`config.mk`:
```
export PLATFORM = sky130hd
export DESIGN_NAME = md5_crack_ctrl
export DESIGN_NICKNAME = d
export VERILOG_FILES = /design/src/rtl/md5_crack_ctrl.sv
export SDC_FILE = /design/constraint.sdc
export NUM_CORES = 1
export LEC_CHECK = 0
export ABC_AREA = 0
export BUFFER_PORTS_ARGS = -buffer_cell sky130_fd_sc_hd__buf_4
export CAP_MARGIN = 20
export CORE_AREA = 4 4 184 186
export CTS_BUF_LIST = sky130_fd_sc_hd__clkbuf_4
export DETAILED_ROUTE_END_ITERATION = 6
export DIE_AREA = 0 0 188 190
export GPL_TIMING_DRIVEN = 0
export PLACE_DENSITY = 0.81
export REMOVE_ABC_BUFFERS = 1
export SLEW_MARGIN = 20
export SYNTH_ARGS = -nofsm -noshare
export SYNTH_HDL_FRONTEND = slang
export SYNTH_SLANG_ARGS = --single-unit
```
`constraint.sdc`:
```
create_clock -name clk -period 2.3 [get_ports clk]
set_clock_uncertainty 0.15 [all_clocks]
set_input_delay 0.115 -clock clk [delete_from_list [all_inputs] [get_ports clk]]
set_output_delay 0.115 -clock clk [all_outputs]
set_load 0.02 [all_outputs]
```
`src/rtl/md5_crack_ctrl.sv`:
```
// md5_crack_ctrl: walks a BCD range of 8-digit ASCII candidates through an md5 core and reports the first hash match
module md5_crack_ctrl #(
  parameter int CNT_W = 27
) (
  input  logic             clk,
  input  logic             reset_n,
  input  logic             cmd_start,
  input  logic             cmd_abort,
  input  logic [31:0]      range_lo,
  input  logic [31:0]      range_hi,
  input  logic [127:0]     target_hash,
  output logic [63:0]      md5_msg,
  output logic             md5_start,
  input  logic             md5_done,
  input  logic [127:0]     md5_hash,
  output logic             busy,
  output logic             done,
  output logic             found,
  output logic             err,
  output logic [63:0]      password,
  output logic [CNT_W-1:0] tries
);
  typedef enum logic [2:0] {S_IDLE, S_ISSUE, S_WAIT, S_NEXT, S_DRAIN} state_t;
  state_t state, state_n;
  logic [31:0] cur, hi, inc;
  logic [127:0] tgt;
  logic match, inflight, valid, c;
  function automatic logic [63:0] to_ascii(input logic [31:0] b);
    logic [63:0] r;
    r = '0;
    for (int i = 0; i < 8; i++) r[8*i+:8] = {4'h3, b[4*i+:4]};
    return r;
  endfunction
  assign md5_start = state == S_ISSUE;
  assign busy = state != S_IDLE;
  // current candidate is recovered from the low nibbles of the message; BCD increment and range digit check
  always_comb begin
    cur = '0;
    inc = '0;
    valid = 1'b1;
    c = 1'b1;
    for (int i = 0; i < 8; i++) begin
      cur[4*i+:4] = md5_msg[8*i+:4];
      inc[4*i+:4] = c ? ((md5_msg[8*i+:4] == 4'd9) ? 4'd0 : md5_msg[8*i+:4] + 4'd1) : md5_msg[8*i+:4];
      c = c && (md5_msg[8*i+:4] == 4'd9);
      valid = valid && (range_lo[4*i+:4] <= 4'd9) && (range_hi[4*i+:4] <= 4'd9);
    end
  end
  // next-state logic; a match in S_NEXT beats a concurrent abort
  always_comb begin
    state_n = state;
    case (state)
      S_IDLE:  state_n = (cmd_start && valid && range_lo <= range_hi) ? S_ISSUE : S_IDLE;
      S_ISSUE: state_n = cmd_abort ? S_DRAIN : S_WAIT;
      S_WAIT:  state_n = cmd_abort ? S_DRAIN : md5_done ? S_NEXT : S_WAIT;
      S_NEXT:  state_n = match ? S_IDLE : cmd_abort ? S_DRAIN : (cur == hi) ? S_IDLE : S_ISSUE;
      S_DRAIN: state_n = (!inflight || md5_done) ? S_IDLE : S_DRAIN;
      default: state_n = S_IDLE;
    endcase
  end
  // state register
  always_ff @(posedge clk or negedge reset_n)
    if (!reset_n) state <= S_IDLE;
    else state <= state_n;
  // datapath: candidate message, latched range/target, result flags and done pulse
  always_ff @(posedge clk or negedge reset_n)
    if (!reset_n) begin
      md5_msg <= '0;
      hi <= '0;
      tgt <= '0;
      match <= 1'b0;
      inflight <= 1'b0;
      done <= 1'b0;
      found <= 1'b0;
      err <= 1'b0;
      password <= '0;
      tries <= '0;
    end else begin
      done <= 1'b0;
      case (state)
        S_IDLE: if (cmd_start) begin
          found <= 1'b0;
          err <= !valid;
          password <= '0;
          tries <= '0;
          done <= !valid || range_lo > range_hi;
          if (valid && range_lo <= range_hi) begin
            md5_msg <= to_ascii(range_lo);
            hi <= range_hi;
            tgt <= target_hash;
          end
        end
        S_ISSUE: inflight <= 1'b1;
        S_WAIT: if (md5_done) begin
          match <= md5_hash == tgt;
          tries <= tries + 1'b1;
          inflight <= 1'b0;
        end
        S_NEXT: if (match) begin
          password <= md5_msg;
          found <= 1'b1;
          done <= 1'b1;
        end else if (!cmd_abort) begin
          if (cur == hi) done <= 1'b1;
          else md5_msg <= to_ascii(inc);
        end
        S_DRAIN: if (!inflight || md5_done) done <= 1'b1;
        default: ;
      endcase
    end
endmodule

```
Word-level counts from Yosys, hierarchy flattened
Index checks and enable logic that the tools add are counted.
Widths: inputs -> output; s select.
- register bits: 323
- input port bits: 325
- output and inout bits: 160
- word-level logic and storage cells: 167
- add/subtract/negate cells: 9
- magnitude comparators: 18
- eq/ne operators: 28
- muxes and demuxes: 47
- reductions and logical operators: 47
- operator list (cell ; count):
    $mux 64 ; 7
    $pmux 64 s2 ; 2
    $eq 128x128->1 ; 1
    $le 4x4->1 const B ; 16
    $mux 4 ; 15
    $mux 27 ; 2
    $pmux 27 s2 ; 1
    $reduce_and 7->1 ; 7
    $add 4x1->4 const B ; 8
    $eq 32x32->1 ; 1
    $eq 4x4->1 const B ; 8
    $gt 32x32->1 ; 1
    $le 32x32->1 ; 1
    $ne 2x2->1 const B ; 14
    $add 27x1->27 const B ; 1
    $logic_and 1x1->1 ; 24
    $mux 3 ; 5
    $pmux 3 s5 ; 1
    $mux 1 ; 11
    $reduce_and 3->1 ; 3
    $eq 3x2->1 const B ; 2
    $reduce_and 2->1 ; 3
    $reduce_and 6->1 ; 1
    $reduce_bool 2->1 ; 3
    other kinds (8) ; 11

Logic depth before layout (Yosys ltp)
Gate-level depths: netlist of run 1.
- depth in word-level cells: 20
- depth in mapped cells: 11
- depth with buffers taken out: 9

Worst setup path before layout of run 1
No wires, ideal clock.
- path type: reg2reg
- start point: reg md5_msg[18]
- end point: reg md5_msg[48]
- setup time: 0.092 ns
- arrival: 2.225 ns
- required time: 2.058 ns
- slack: -0.166 ns
- stages on the path, launching flop included: 9
- path buffers: 2
- period minus slack after synthesis: 2.466 ns
- cells stage by stage: dfrtp_1 -> buf_4 -> nand4bb_1 -> nor2_2 -> a31oi_2 -> or2_4 -> buf_6 -> or4_4 -> o31ai_2
- word-level cells in the longest chain between the ends: 7
- elaborated cells between the ends (all ways): 9
- those cells by class: eq/ne: 4; reduce/logical: 5
- ends and longest elaborated chain (element ; line ; RTL):
    from (decl) ; 12 ; output logic [63:0] md5_msg,
    from (signal assigned) ; 88 ; md5_msg <= to_ascii(range_lo);
    from (signal assigned) ; 105 ; else md5_msg <= to_ascii(inc);
    $eq 4x4->1 ; 45 ; c = c && (md5_msg[8*i+:4] == 4'd9);
    $logic_and 1x1->1 (4 in series) ; 45 ;
    $ne 2x2->1 (no source line) ; -- ;
    $reduce_and 7->1 (no source line) * ; -- ;
Mark *: on every way between the ends. The rest lies on a longest branch, timed or not.
A chain may end at the register's enable or synchronous reset.

Final worst setup path of run 1
- start point: reg md5_msg[33]
- end point: reg md5_msg[59]
- word-level cells in the longest chain between the ends: 6
- elaborated cells between the ends (all ways): 8
- those cells by class: eq/ne: 4; reduce/logical: 4
- ends and longest elaborated chain (element ; line):
    $eq 4x4->1 ; 45
    $logic_and 1x1->1 (3 in series) ; 45
    $ne 2x2->1 (no source line) ; --
    $reduce_and 7->1 (no source line) * ; --
Marks and branches as above.

==> results of run 1 <==
[flip-flops by register name, summed over array words and instances, names as in the netlist, 3 cells and up]
signal and count:
hi 32, md5_msg 33, state 3, tries 27, password 33, tgt 128
[worst max-delay path by stage]
| stage | startpoint | end | slack [ns] | cells after the start |
|---|---|---|---|---|
| 5_1_grt | tgt[44] | match | -0.87 | 5 |
| 3_5_place_dp | state[1] | md5_msg[51] | -1.49 | 7 |
| 3_3_place_gp | state[0] | tgt[13] | -11.53 | 4 |
| 4_1_cts | hi[0] | md5_msg[35] | -0.17 | 8 |
| 6_report | md5_msg[33] | md5_msg[59] | -0.31 | 10 |
| 2_1_floorplan | state[0] | hi[31] | -7.28 | 4 |
[kinds of logic (layout without fill, tap and decap cells)]
family / after synthesis / count (layout) / synth area share
simple gates: 267 / 271 / 0.101
flops: 261 / 261 / 0.453
compound gates: 204 / 207 / 0.0973
xor+xnor: 184 / 184 / 0.112
mux: 176 / 176 / 0.137
buf+inv: 174 / 1208 / 0.0714
fa+ha+maj: 33 / 33 / 0.0286
other cells: 1 / 54 / 0.000260
[synthesized netlist by cell type, drive strengths merged (5+ instances only)]
master / instances / area share
o31ai: 11 / 0.0061
mux2: 166 / 0.13
nand2b: 8 / 0.0040
nor4: 40 / 0.020
or3: 5 / 0.0022
nor2: 53 / 0.014
xnor2: 58 / 0.035
mux2i: 10 / 0.0069
a21o: 6 / 0.0031
a21oi: 33 / 0.012
nor3: 9 / 0.0038
nand4: 37 / 0.016
xor2: 126 / 0.077
a22o: 27 / 0.016
o21ai: 64 / 0.022
ha: 33 / 0.029
a2bb2oi: 9 / 0.0055
a221oi: 8 / 0.0049
nand3: 20 / 0.0069
dfrtp: 261 / 0.45
a31oi: 9 / 0.0054
nand2: 63 / 0.016
inv: 47 / 0.012
buf: 100 / 0.052
clkbuf: 27 / 0.0070
and3: 11 / 0.0048
[final cells by class]
cell class                 count  area, sq um  area share
clock buffer                 114          856      0.0330
tap                          442          553      0.0213
inverter                      47          176     0.00680
multi-input combinational    903         8220       0.316
antenna                       22         55.1     0.00212
timing repair buffer        1021         9380       0.361
sequential                   261         6570       0.253
clock inverter                26          156     0.00602
[layer usage]
| layer | wire, um | part of all wire | vias to the layer above | global-route usage |
|---|---|---|---|---|
| met3 | 9500 | 0.12 | 746 | 0.132 |
| met1 | 25500 | 0.31 | 8018 | 0.416 |
| met2 | 37400 | 0.46 | 1733 | 0.653 |
| li1 | - | - | 6612 | - |
| met4 | 8830 | 0.11 | 12 | 0.316 |
| met5 | 91 | 0.0011 | - | 0 |
[power by group]
part / switching (mW) / internal [mW] / total [mW]
clock network: 2.66 / 2.50 / 5.16
registers: 0.335 / 4.73 / 5.06
logic: 1.42 / 1.59 / 3.01
[critical path, stage by stage, from the launching register on]
cell	delay, ns
dfrtp_2	0.49
xnor2_1	0.27
nand4_1	0.24
nor4_4	0.44
nand2_4	0.13
a21oi_4	0.17
buf_12	0.15
buf_6	0.12
nor4_4	0.04
buf_4	0.19
a2bb2oi_2	0.14
[timing repair]
item	in CTS	in global routing
gates resized for setup	211	106
setup buffers	68	47
pin swaps	30	54
hold endpoints to repair	467	2
setup endpoints to repair	212	209
gates cloned	13	3
hold buffers	434	2
==> flow_metrics.tcl, run 1 <==
set metrics [dict create \
    die-area_sq_um 35700 \
    synth_flop_cell "dfrtp_1" \
    netlist_area_sq_um 14400 \
    setup_viol 122 \
    drive_above_1_share 0.415 \
    start_util 0.446 \
    netlist_instances 1300 \
    postSynthAreaPerCell_sq_um 11.1 \
    cellPowerDensity_nw_per_um2 510 \
    final_common_cell "buf_4" \
    finalMaxSlewViolations 0 \
    startpoint_type "flip-flop" \
    min_path_type "primary input to flip-flop" \
    r2r-end "md5_msg[59]" \
    grt_pass1_wl_mm 109 \
    total_leakage_power_nw 12.6 \
    synth_cell_types 77 \
    crit_type "flip-flop to flip-flop" \
    fin_nets 2668 \
    final_cell_mix "buf_4, dlygate4sd3_1, dfrtp_1, xor2_1, mux2_4" \
    wirelength_mm 81.3 \
    period_needed_ns 2.61 \
    tightest_slew_ns 0.911 \
    dieHeight_um 190 \
    cts_root_buf "clkbuf_4" \
    htree_levels 3 \
    cts_sinks 261 \
    clk_pin_slew_ns 0.08 \
    final_cells 2836 \
    grt.overflow.total 0 \
    drt_iter0_drc 1736 \
    drc 1 \
    core-area_sq_um 32300 \
    ant_nets 0 \
    r2r-start "md5_msg[33]" \
    maxSlewHeadroom 0.392 \
    track_usage 0.396 \
    io_buffers 452 \
    detailedPlace.worstSlack_ns -1.49 \
    cts_buffer_depth 3 \
    num_rows 66 \
    r2r_setup_slack_ns -0.31 \
    io_pins 485 \
    grt_pass1_vias 18000 \
    finalCritPeriodShare 1.14 \
    cts_tree "yes" \
    area_growth_pct 80.1 \
    antenna_found_initial 24 \
    clk_latency_ns 0.83 \
    viasPerCell 6.04 \
    dieWidth_um 188 \
    status "finished with violations" \
    worst_slack_ns -0.313 \
    max_freq_ghz 0.383 \
    synth_edf_count 0 \
    r2r_cells 10 \
    max_cap_violations 0 \
    hold_depth 3 \
    hold_viol 3 \
    final.setup.tns_ns -12.24 \
    nFillCells 1551 \
    whs_ns -0.00988 \
    avgRoutedWirePerCell_um 28.7 \
    hold_start "target_hash[8]" \
    gp_congestion 0.921 \
    yosysWarnings 0 \
    cts-buffers-inserted 76 \
    total_power_mw 13.2 \
    violations "design-rule violations, negative hold slack, negative setup slack" \
    firstDrtPassIters 7 \
    place_inst 2116 \
    place_hpwl_mm 34.0 \
    grt_setup_unrepaired "yes" \
    async_flop_share 1.00 \
    dpl_cell_area_sq_um 18000 \
    ys_seq_area_frac 0.453 \
    design_area_sq_um 26000 \
    grt_max_degree 94 \
    vias 17100 \
    ir_worst_vdd_v 0.000410 \
    hold_end "tgt[8]" \
    ys_ff_latch 261 \
    critPathMaxFanout 8 \
    worstPathArrival_ns 3.16 \
    worst_ep_required_time_ns 2.84 \
    fin_util 0.804 \
    end_kind "flip-flop" \
]
(Power assumes the default switching activity.)
==> run 2: changes to the inputs <==
--- a/config.mk
+++ b/config.mk
@@ -8,12 +8,15 @@
 export ABC_AREA = 0
 export BUFFER_PORTS_ARGS = -buffer_cell sky130_fd_sc_hd__buf_4
 export CAP_MARGIN = 20
-export CORE_AREA = 4 4 184 186
+export CELL_PAD_IN_SITES_DETAIL_PLACEMENT = 0
+export CELL_PAD_IN_SITES_GLOBAL_PLACEMENT = 1
+export CORE_MARGIN = 4
+export CORE_UTILIZATION = 36
 export CTS_BUF_LIST = sky130_fd_sc_hd__clkbuf_4
+export CTS_CLUSTER_SIZE = 8
 export DETAILED_ROUTE_END_ITERATION = 6
-export DIE_AREA = 0 0 188 190
 export GPL_TIMING_DRIVEN = 0
-export PLACE_DENSITY = 0.81
+export PLACE_DENSITY = 0.85
 export REMOVE_ABC_BUFFERS = 1
 export SLEW_MARGIN = 20
 export SYNTH_ARGS = -nofsm -noshare
==> run 2 against run 1 <==
- the run ends with negative setup slack left
- critical path depth stayed put
- maximum frequency increased by 2.4%
- register-to-register slack gained 0.06 ns
- worst setup slack better by 0.062 ns
- global-route usage decreased by 10 points
- cell area grew 0.58%
- routed wire length decreased by 15%
- clock-buffer cell count shrank 2
- critical path type unchanged
==> flow_metrics.tcl, run 2 (same netlist as run 1, synthesis figures left out) <==
set metrics [dict create \
    status "finished with violations" \
    violations "negative setup slack" \
    cts_buffer_depth 3 \
    ir_worst_vdd_v 0.000502 \
    wirelength_mm 69.1 \
    dieHeight_um 208 \
    gp_congestion 0.872 \
    finalMaxSlewViolations 0 \
    r2r-start "md5_msg[48]" \
    area_growth_pct 81.1 \
    core-area_sq_um 39600 \
    crit_type "flip-flop to flip-flop" \
    total_power_mw 12.7 \
    worst_ep_required_time_ns 2.78 \
    io_pins 485 \
    die-area_sq_um 43300 \
    combinationalPowerShare 0.229 \
    max_cap_violations 0 \
    final_cell_mix "buf_4, dlygate4sd3_1, dfrtp_1, xor2_1, clkbuf_4" \
    clk_latency_ns 0.82 \
    cts-buffers-inserted 75 \
    tightest_slew_ns 1.05 \
    cts_sinks 261 \
    regMostFlops "tgt" \
    firstDrtPassIters 5 \
    clockPowerShare 0.375 \
    min_path_type "primary input to flip-flop" \
    largestRegisters "tgt: 128 flops, md5_msg: 33 flops, password: 33 flops" \
    register_area_sq_um 6580 \
    internal_power_mw 8.79 \
    dpl_cell_area_sq_um 18100 \
    nFillCells 2696 \
    multi_input_area_sq_um 8120 \
    max_freq_ghz 0.392 \
    drc 0 \
    maxSlewHeadroom 0.298 \
    period_needed_ns 2.55 \
    antenna_found_initial 9 \
    setup_viol 89 \
    critPathMaxFanout 5 \
    finalCritPeriodShare 1.11 \
    place_hpwl_mm 35.3 \
    clk_pin_slew_ns 0.07 \
    cts_root_buf "clkbuf_4" \
    end_kind "flip-flop" \
    viasPerCell 5.37 \
    hold_viol 0 \
    dieWidth_um 208 \
    worstPathArrival_ns 3.03 \
    hold_start "range_hi[2]" \
    cellPowerDensity_nw_per_um2 487 \
    worst_slack_ns -0.251 \
    grt_setup_unrepaired "yes" \
    design_area_sq_um 26100 \
    grt.overflow.total 0 \
    grt_pass1_vias 16900 \
    io_buffers 452 \
    htree_levels 3 \
    ant_nets 0 \
    num_rows 73 \
    cts_tree "yes" \
    grt_max_degree 95 \
    fin_nets 2681 \
    grt_pass1_wl_mm 101 \
    final_common_cell "buf_4" \
    p_switching_mw 3.93 \
    startpoint_type "flip-flop" \
    total_leakage_power_nw 12.6 \
    p_seq_frac 0.397 \
    start_util 0.364 \
    timing.critical_path.from "md5_msg[48]" \
    detailedPlace.worstSlack_ns -1.64 \
    largest_reg_flops 128 \
    r2r_setup_slack_ns -0.25 \
    avgRoutedWirePerCell_um 23.7 \
    drive_above_1_share 0.408 \
    switching_share 0.309 \
    track_usage 0.296 \
    drt_iter0_drc 1220 \
    vias 15600 \
]
-- run 2: final timing paths --
check,cells past startpoint,end
hold / removal,3,hi[2]
hold reg to reg,1,inflight
setup / recovery,10,md5_msg[26]
min in group asynchronous,3,md5_msg[33]
setup reg to reg,10,md5_msg[26]
max in group asynchronous,5,tgt[101]
-- run 2: metrics by stage --
| step | setup TNS [ns] | utilization | cells | hold WS [ns] |
|---|---|---|---|---|
| 2_1_floorplan | -1227.94 | - | 1204 | -0.331 |
| 3_3_place_gp | -2461.21 | 0.447 | 2181 | 0.177 |
| 3_5_place_dp | -213.15 | 0.457 | 2202 | -0.00869 |
| 4_1_cts | -7.82 | 0.641 | 2869 | 0.00122 |
| 5_1_grt | -13.94 | 0.659 | 2913 | 0.0132 |
| 6_report | -7.51 | 0.659 | 2915 | 0.0719 |
-- run 2: cell type report --
type / instances / area share
Clock buffer: 112 / 0.0322
Multi-Input combinational cell: 901 / 0.311
Tap cell: 525 / 0.0252
Timing Repair Buffer: 1037 / 0.367
Sequential cell: 261 / 0.252
Inverter: 47 / 0.00685
Antenna cell: 14 / 0.00134
Clock inverter: 18 / 0.00460
-- run 2: routing by layer --
| metal | vias to the layer above | GRT usage | wire, um |
|---|---|---|---|
| met5 | - | 0 | 0 |
| met4 | 0 | 0.154 | 4320 |
| met3 | 316 | 0.0780 | 6090 |
| met2 | 1040 | 0.508 | 33800 |
| met1 | 7640 | 0.341 | 24900 |
| li1 | 6649 | - | - |
-- run 2: critical path, cell delays in order (launching register included) --
cell and delay [ns]:
dfrtp_2 0.47, xnor2_4 0.26, nand4_1 0.21, nor4_4 0.36
nand2_2 0.16, buf_6 0.16, buf_12 0.12, a21oi_4 0.14
buf_6 0.16, a211oi_2 0.04, a2bb2oi_1 0.18
-- run 2: repair_timing --
item	CTS	global route
gates cloned	12	2
hold buffers	457	0
endpoints found under the hold margin	372	0
resized for setup	220	104
setup endpoints to repair	208	210
setup buffers	70	39
pin swaps	42	39
-- run 2: power by group through the flow --
stage          sequential, mW  combinational, mW  clock (mW)
6_report                 5.04               2.91        4.77
4_1_cts                  5.05               2.54        4.67
3_5_place_dp             5.10               1.73           0
5_1_grt                  5.06               3.06        5.06
2_1_floorplan            5.14              0.648           0
3_3_place_gp             5.10               1.67           0
